File: config.mk
export PLATFORM = sky130hd
export DESIGN_NAME = led_scroll_driver_flat
export DESIGN_NICKNAME = d
export VERILOG_FILES = /design/src/rtl/led_scroll_driver_pkg.sv /design/src/rtl/led_scroll_driver_if.sv /design/src/rtl/led_scroll_driver_msg_buffer.sv /design/src/rtl/led_scroll_driver.sv /design/src/flat_wrapper.sv
export SDC_FILE = /design/constraint.sdc
export NUM_CORES = 1
export LEC_CHECK = 0
export CORE_ASPECT_RATIO = 0.6
export CORE_UTILIZATION = 60
export CTS_CLUSTER_SIZE = 28
export DETAILED_ROUTE_END_ITERATION = 8
export GPL_TIMING_DRIVEN = 0
export PLACE_DENSITY_LB_ADDON = 0.1
export SLEW_MARGIN = 0
export SYNTH_ARGS = -nofsm -noshare
export SYNTH_HDL_FRONTEND = slang
export SYNTH_SLANG_ARGS = --single-unit
File: constraint.sdc
create_clock -name clk -period 7 [get_ports clk]
set_clock_uncertainty 0.2 [all_clocks]
set_input_delay 0.7 -clock clk [delete_from_list [all_inputs] [get_ports clk]]
set_output_delay 0.7 -clock clk [all_outputs]
set_load 0.02 [all_outputs]
File: src/rtl/led_scroll_driver_pkg.sv
// Shared definitions for the scrolling 4-digit LED driver: the character code
// space understood by the downstream 7-segment decoder and the slot FSM states.
package led_scroll_driver_pkg;

    localparam int CHAR_W     = 6;
    localparam int CHAR_MAX   = 36;
    localparam int CHAR_BLANK = 36;
    localparam int NUM_DIGITS = 4;

    typedef logic [CHAR_W-1:0] char_t;
    typedef logic [1:0]        digit_t;

    // A digit slot starts with all anodes dark, then lights one digit.
    typedef enum logic {
        ST_BLANK = 1'b0,
        ST_ON    = 1'b1
    } slot_state_t;

    // Active-low anode pattern with only the given digit lit.
    function automatic logic [NUM_DIGITS-1:0] anode_on(input digit_t d);
        return ~(4'b0001 << d);
    endfunction

    // Codes above CHAR_MAX have no glyph in the decoder.
    function automatic logic char_valid(input char_t c);
        return int'(c) <= CHAR_MAX;
    endfunction

endpackage

File: src/rtl/led_scroll_driver_if.sv
// Message write port of the LED scroll driver: one word per cycle, with a
// one-cycle error pulse back to the writer when the code is out of range.
interface led_scroll_driver_if #(
    parameter int MSG_LEN = 16
);
    import led_scroll_driver_pkg::*;

    localparam int ADDR_W = $clog2(MSG_LEN);

    logic              wr_en;
    logic [ADDR_W-1:0] wr_addr;
    char_t             wr_data;
    logic              wr_err;

    modport master (
        output wr_en,
        output wr_addr,
        output wr_data,
        input  wr_err
    );

    modport slave (
        input  wr_en,
        input  wr_addr,
        input  wr_data,
        output wr_err
    );

endinterface

File: src/rtl/led_scroll_driver_msg_buffer.sv
// Message store: MSG_LEN character codes, one synchronous write port and one
// asynchronous read port. A read and a write to the same word in the same
// cycle return the old contents.
module msg_buffer
    import led_scroll_driver_pkg::*;
#(
    parameter int MSG_LEN    = 16,
    parameter int BLANK_CODE = CHAR_BLANK,
    localparam int ADDR_W    = $clog2(MSG_LEN)
) (
    input  logic              clk,
    input  logic              reset,
    input  logic              wr_en,
    input  logic [ADDR_W-1:0] wr_addr,
    input  char_t             wr_data,
    input  logic [ADDR_W-1:0] rd_addr,
    output char_t             rd_data
);

    char_t mem [MSG_LEN];

    // Register file: whole message returns to blank glyphs on reset.
    // NOTE: the memory is reset word by word because a freshly reset display
    // must show blanks; this keeps it in flops, which is fine at 16 words.
    // NOTE: sequential state uses <= so every flop samples pre-edge values.
    always_ff @(posedge clk) begin
        if (reset) begin
            for (int i = 0; i < MSG_LEN; i++) begin
                mem[i] <= char_t'(BLANK_CODE);
            end
        end else if (wr_en) begin
            mem[wr_addr] <= wr_data;
        end
    end

    assign rd_data = mem[rd_addr];

endmodule

File: src/rtl/led_scroll_driver.sv
// Time-multiplexes a 4-character window of a scrolling message onto four
// common-anode 7-segment digits. Each digit slot begins with a dark interval
// so the character code can change while no anode is driven.
module led_scroll_driver
    import led_scroll_driver_pkg::*;
#(
    parameter int DIGIT_TICKS  = 16,
    parameter int BLANK_TICKS  = 4,
    parameter int SCROLL_TICKS = 1 << 22,
    parameter int MSG_LEN      = 16,
    parameter int BLANK_CODE   = CHAR_BLANK
) (
    input  logic                  clk,
    input  logic                  reset,
    input  logic                  scroll_en,
    led_scroll_driver_if.slave    bus,
    output char_t                 char,
    output logic [NUM_DIGITS-1:0] an
);

    localparam int PTR_W  = $clog2(MSG_LEN);
    localparam int SLOT_W = $clog2(DIGIT_TICKS);
    localparam int SCR_W  = $clog2(SCROLL_TICKS);

    slot_state_t        state;
    logic [SLOT_W-1:0]  slot_cnt;
    digit_t             digit;
    logic [PTR_W-1:0]   ptr;
    logic [SCR_W-1:0]   scr_cnt;
    logic               scroll_pend;

    logic               slot_end;
    logic               blank_end;
    logic               frame_end;
    logic               scr_wrap;
    logic               advance;
    logic               wr_ok;
    digit_t             digit_nxt;
    logic [PTR_W-1:0]   ptr_nxt;
    logic [PTR_W-1:0]   rd_addr;
    char_t              rd_data;

    // Slot/frame boundary decode and the address of the next digit's char.
    // NOTE: every signal here is assigned on every pass, so no latch can form.
    always_comb begin
        slot_end  = (slot_cnt == SLOT_W'(DIGIT_TICKS - 1));
        blank_end = (state == ST_BLANK) && (slot_cnt == SLOT_W'(BLANK_TICKS - 1));
        frame_end = slot_end && (digit == 2'd0);
        scr_wrap  = scroll_en && (scr_cnt == SCR_W'(SCROLL_TICKS - 1));
        advance   = frame_end && (scroll_pend || scr_wrap);
        digit_nxt = digit - 2'd1;
        ptr_nxt   = advance ? ptr + PTR_W'(1) : ptr;
        // Leftmost digit (3) shows msg[ptr], rightmost (0) shows msg[ptr+3].
        rd_addr   = ptr_nxt + PTR_W'(2'd3 - digit_nxt);
        wr_ok     = bus.wr_en && char_valid(bus.wr_data);
    end

    msg_buffer #(
        .MSG_LEN    (MSG_LEN),
        .BLANK_CODE (BLANK_CODE)
    ) u_msg_buffer (
        .clk     (clk),
        .reset   (reset),
        .wr_en   (wr_ok),
        .wr_addr (bus.wr_addr),
        .wr_data (bus.wr_data),
        .rd_addr (rd_addr),
        .rd_data (rd_data)
    );

    // Slot FSM, digit/ptr/scroll counters and registered display outputs.
    always_ff @(posedge clk) begin
        if (reset) begin
            state       <= ST_BLANK;
            slot_cnt    <= '0;
            digit       <= 2'd3;
            ptr         <= '0;
            scr_cnt     <= '0;
            scroll_pend <= 1'b0;
            char        <= char_t'(BLANK_CODE);
            an          <= '1;
            bus.wr_err  <= 1'b0;
        end else begin
            bus.wr_err <= bus.wr_en && !char_valid(bus.wr_data);

            if (scroll_en) begin
                scr_cnt <= scr_wrap ? '0 : scr_cnt + SCR_W'(1);
            end

            // A pending step is applied only between frames so all four
            // digits of one refresh share the same window position.
            if (advance) begin
                ptr         <= ptr_nxt;
                scroll_pend <= 1'b0;
            end else if (scr_wrap) begin
                scroll_pend <= 1'b1;
            end

            if (slot_end) begin
                state    <= ST_BLANK;
                slot_cnt <= '0;
                digit    <= digit_nxt;
                an       <= '1;
                char     <= rd_data;
            end else begin
                slot_cnt <= slot_cnt + SLOT_W'(1);
                if (blank_end) begin
                    state <= ST_ON;
                    an    <= anode_on(digit);
                end
            end
        end
    end

endmodule

File: src/flat_wrapper.sv
// flat-port wrapper written by rule: the top's interface ports become plain ports
module led_scroll_driver_flat import led_scroll_driver_pkg::*;
#(
    parameter int DIGIT_TICKS  = 16,
    parameter int BLANK_TICKS  = 4,
    parameter int SCROLL_TICKS = 1 << 22,
    parameter int MSG_LEN      = 16,
    parameter int BLANK_CODE   = CHAR_BLANK
)
  (clk, reset, scroll_en, char, an, bus_wr_en, bus_wr_addr, bus_wr_data, bus_wr_err);
  led_scroll_driver_if #(.MSG_LEN(MSG_LEN)) bus_i ();
  input  logic clk;
  input  logic reset;
  input  logic scroll_en;
  output char_t char;
  output logic [NUM_DIGITS-1:0] an;
  input wire logic [$bits(bus_i.wr_en)-1:0] bus_wr_en;
  input wire logic [$bits(bus_i.wr_addr)-1:0] bus_wr_addr;
  input wire logic [$bits(bus_i.wr_data)-1:0] bus_wr_data;
  output wire logic [$bits(bus_i.wr_err)-1:0] bus_wr_err;
  assign bus_i.wr_en = bus_wr_en;
  assign bus_i.wr_addr = bus_wr_addr;
  assign bus_i.wr_data = bus_wr_data;
  assign bus_wr_err = bus_i.wr_err;
  led_scroll_driver #(.DIGIT_TICKS(DIGIT_TICKS), .BLANK_TICKS(BLANK_TICKS), .SCROLL_TICKS(SCROLL_TICKS), .MSG_LEN(MSG_LEN), .BLANK_CODE(BLANK_CODE)) u_core (.clk(clk), .reset(reset), .scroll_en(scroll_en), .bus(bus_i), .char(char), .an(an));
endmodule
==> run_results.csv <==
group,metric,value,unit
die,io_pins,25,
logic_synthesis,ys_ff_latch,141,
placed_design,place_area,0.008025,mm^2
clocking,cts_buffer_depth,2,
worst_setup_path,worstReg2RegStart,"u_core.digit[0]$_SDFFE_PP1P_",
sta,tns,0,ns
power,switchingPower,448.1,uW
clocking,postCtsSetupBuffers,0,
power,total_power,1956,uW
logic_synthesis,synth_cells,703,
logic_synthesis,synth-edff-count,96,
grt,grt_overflow_total,0,
finish,syn_to_final_growth,13.79,%
logic_synthesis,synth_fp_nets,726,
clocking,clk_pin_slew_worst_paths,0.06,ns
worst_setup_path,crit_type,"reg2reg",
clocking,root_buffer,"clkbuf_16",
min_path,worstHoldPathCells,1,
grt,grt_antenna_before_repair,0,
logic_synthesis,yosysUniqueCellTypes,61,
worst_setup_path,reg2reg_to,"u_core.char[3]$_SDFFE_PP0P_",
detailed_routing,drc,0,
die,start_util,62.23,%
die,die-width,147.1,um
min_path,hold-path-endpoint,"u_core.slot_cnt[0]$_SDFF_PP0_",
worst_setup_path,worstSetupStartpointType,"register",
power,p_leak,0.003004,uW
clocking,htreeDepth,4,
logic_synthesis,yosysWarnings,0,
run_status,status,"finished clean",
clocking,cts_buffers,17,
sta,timing.final.hold_violations,0,
grt,grt_usage,34.18,%
finish,nets,769,
detailed_routing,num_vias,6007,
die,fp.dieH,89.06,um
power,max-vdd-ir-drop,0.2061,mV
logic_synthesis,synth-async-reset-ratio,0,%
logic_synthesis,ys_seq_area_share,49.93,%
sta,maxSlewHeadroom,26.19,%
logic_synthesis,synthTopCellsByCount,"edfxtp_1, nor2_1, and2_1",
logic_synthesis,synth_ff_type,"edfxtp_1",
placed_design,dp_hpwl,15.74,mm
sta,fin_crit_sh,95.32,%
grt,grt_pass1_vias,5566,
sta,fmax,149.9,MHz
logic_synthesis,yosysMostFrequentCell,"edfxtp_1",
detailed_routing,finalWirelength,21.45,mm
sta,rsz0062_at_grt,"false",
clocking,cts_resized,0,
die,rows,31,
worst_setup_path,ff2ff_path_depth,20,
sta,period_needed,6.673,ns
placed_design,place.gp.congestion,0.9696,
clocking,insertion_delay,0.42,ns
placed_design,io_buffer_count,24,
min_path,hold_class,"reg2reg",
min_path,min_from,"u_core.slot_cnt[0]$_SDFF_PP0_",
worst_setup_path,worstPathRequired,7.14,ns
worst_setup_path,cp_max_fo,11,
sta,setup_viol,0,
detailed_routing,dr.first_iter.drc_count,776,
sta,drv_slew,0,
die,fp.dieArea,0.01310,mm^2
power,p_clk_share,46.5,%
power,powerDensity,226.8,mW/mm^2
flow_run,cap_violations,0,
finish,finish.instance_area,0.008623,mm^2
worst_setup_path,critPathCaptureType,"register",
logic_synthesis,synth_top_cell_by_area,"edfxtp_1",
power,internal_power,1508,uW
power,combPwrFrac,5.1,%
clocking,cts.sinks,141,
grt,grt_max_degree,17,
logic_synthesis,syn_area,0.007579,mm^2
worst_setup_path,arrival,6.81,ns
die,core,0.01218,mm^2
clocking,ctsHoldBuffers,0,
finish,drive_gt1_share,10.41,%
logic_synthesis,synth_area_leaders,"edfxtp_1, dfxtp_1, and2_1",
detailed_routing,drt_first_pass_iters,6,
power,power_frac_seq,48.5,%
sta,worst_slew_pin_slew,1.099,ns
power,swShare,22.91,%
detailed_routing,wire_per_inst,23.21,um
finish,num_antenna_cells,0,
grt,grt_pass1_wl,32.24,mm
clocking,cts_tree,"done",
detailed_routing,final_antenna_net_count,0,
logic_synthesis,yosysTopAreaCellShare,38.04,%
detailed_routing,viasPerCell,6.501,
sta,hold_ws,0.2611,ns
logic_synthesis,syn_area_per_cell,10.78,um^2
worst_setup_path,regToRegSetupSlack,0.33,ns
[power by group through the flow]
stage                     clock network, uW  registers [uW]  logic, uW
after floorplan                           0             955       54.9
after global placement                    0             962       92.4
after detailed placement                  0             964       95.7
after CTS                               910             947       96.7
after global routing                    948             950        105
final                                   909             948       98.9
[cells in the final DEF, fill, tap and decap left out, drive strengths merged, types with 18 or more instances in the layout]
master and n:
nand2 46, edfxtp 96, or2 18, clkdlybuf4s50 24, nand2b 20, nor2 70
and2 68, mux2i 31, dfxtp 45, or3 27, clkbuf 54, nor3 18
[worst max-delay path by stage]
stage	cells after the start	start	slack [ns]	endpoint
2_1_floorplan	19	u_core.digit[0]$_SDFFE_PP1P_	2.17	u_core.char[1]$_SDFFE_PP0P_
3_3_place_gp	20	u_core.digit[0]$_SDFFE_PP1P_	0.86	u_core.char[3]$_SDFFE_PP0P_
3_5_place_dp	20	u_core.digit[0]$_SDFFE_PP1P_	0.74	u_core.char[3]$_SDFFE_PP0P_
4_1_cts	20	u_core.digit[0]$_SDFFE_PP1P_	0.65	u_core.char[3]$_SDFFE_PP0P_
5_1_grt	20	u_core.digit[0]$_SDFFE_PP1P_	0.03	u_core.char[3]$_SDFFE_PP0P_
6_report	20	u_core.digit[0]$_SDFFE_PP1P_	0.33	u_core.char[3]$_SDFFE_PP0P_
[metrics by stage]
step	util (%)	std cells	setup slack, ns
floorplan	-	703	2.169
global placement	65.89	892	0.8556
detailed placement	65.89	892	0.7388
CTS	70.80	924	0.6530
global route	70.80	924	0.02896
finish	70.80	924	0.3273
[critical path, cell delays in order (launching register included)]
cell	delay (ns)
dfxtp_1	0.54
inv_1	0.15
clkbuf_1	0.34
ha_1	0.34
and4_1	0.26
and4_4	0.22
a31o_2	0.27
buf_2	0.21
buf_1	0.31
nand2_1	0.15
nand2_1	0.13
fa_1	0.54
clkbuf_1	0.42
buf_1	0.53
buf_1	0.55
o21ai_0	0.19
mux2i_1	0.18
o22ai_1	0.12
a2111oi_0	0.52
mux2i_1	0.17
o211ai_1	0.24
[metal layers]
layer / GRT usage, % / vias to the layer above / share of wire (%)
li1: - / 2663 / -
met5: 0 / - / 0
met3: 9.745 / 37 / 13
met1: 50.48 / 2897 / 44
met4: 8.903 / 0 / 1.2
met2: 49.40 / 410 / 42
[area by class of cell]
class | instances | area (um^2)
clock buffer | 22 | 496.7
fill | 889 | 3556
inverter | 11 | 41.29
timing repair buffer | 24 | 240.2
buffer | 42 | 173.9
multi-input combinational | 509 | 3580
tap | 165 | 206.4
clock inverter | 10 | 101.3
sequential | 141 | 3784
[flip-flops by register name (all words and copies together) (netlist names)]
signal / flops
u_core.an: 4
u_core.bus.wr_err: 1
u_core.char: 6
u_core.digit: 2
u_core.ptr: 4
u_core.scr_cnt: 22
u_core.scroll_pend: 1
u_core.slot_cnt: 4
u_core.state: 1
u_core.u_msg_buffer.mem: 96
[kinds of logic after synthesis]
kind of cell	count (synthesis)	share of synthesized area, %
AO/OA/AOI/OAI	87	8.189
flip-flops	141	49.93
adder cells (fa/ha/maj)	9	1.585
XOR/XNOR	32	4.045
AND/OR/NAND/NOR	327	23.38
buffers and inverters	53	2.840
multiplexers	54	10.04
(Power assumes the default switching activity.)
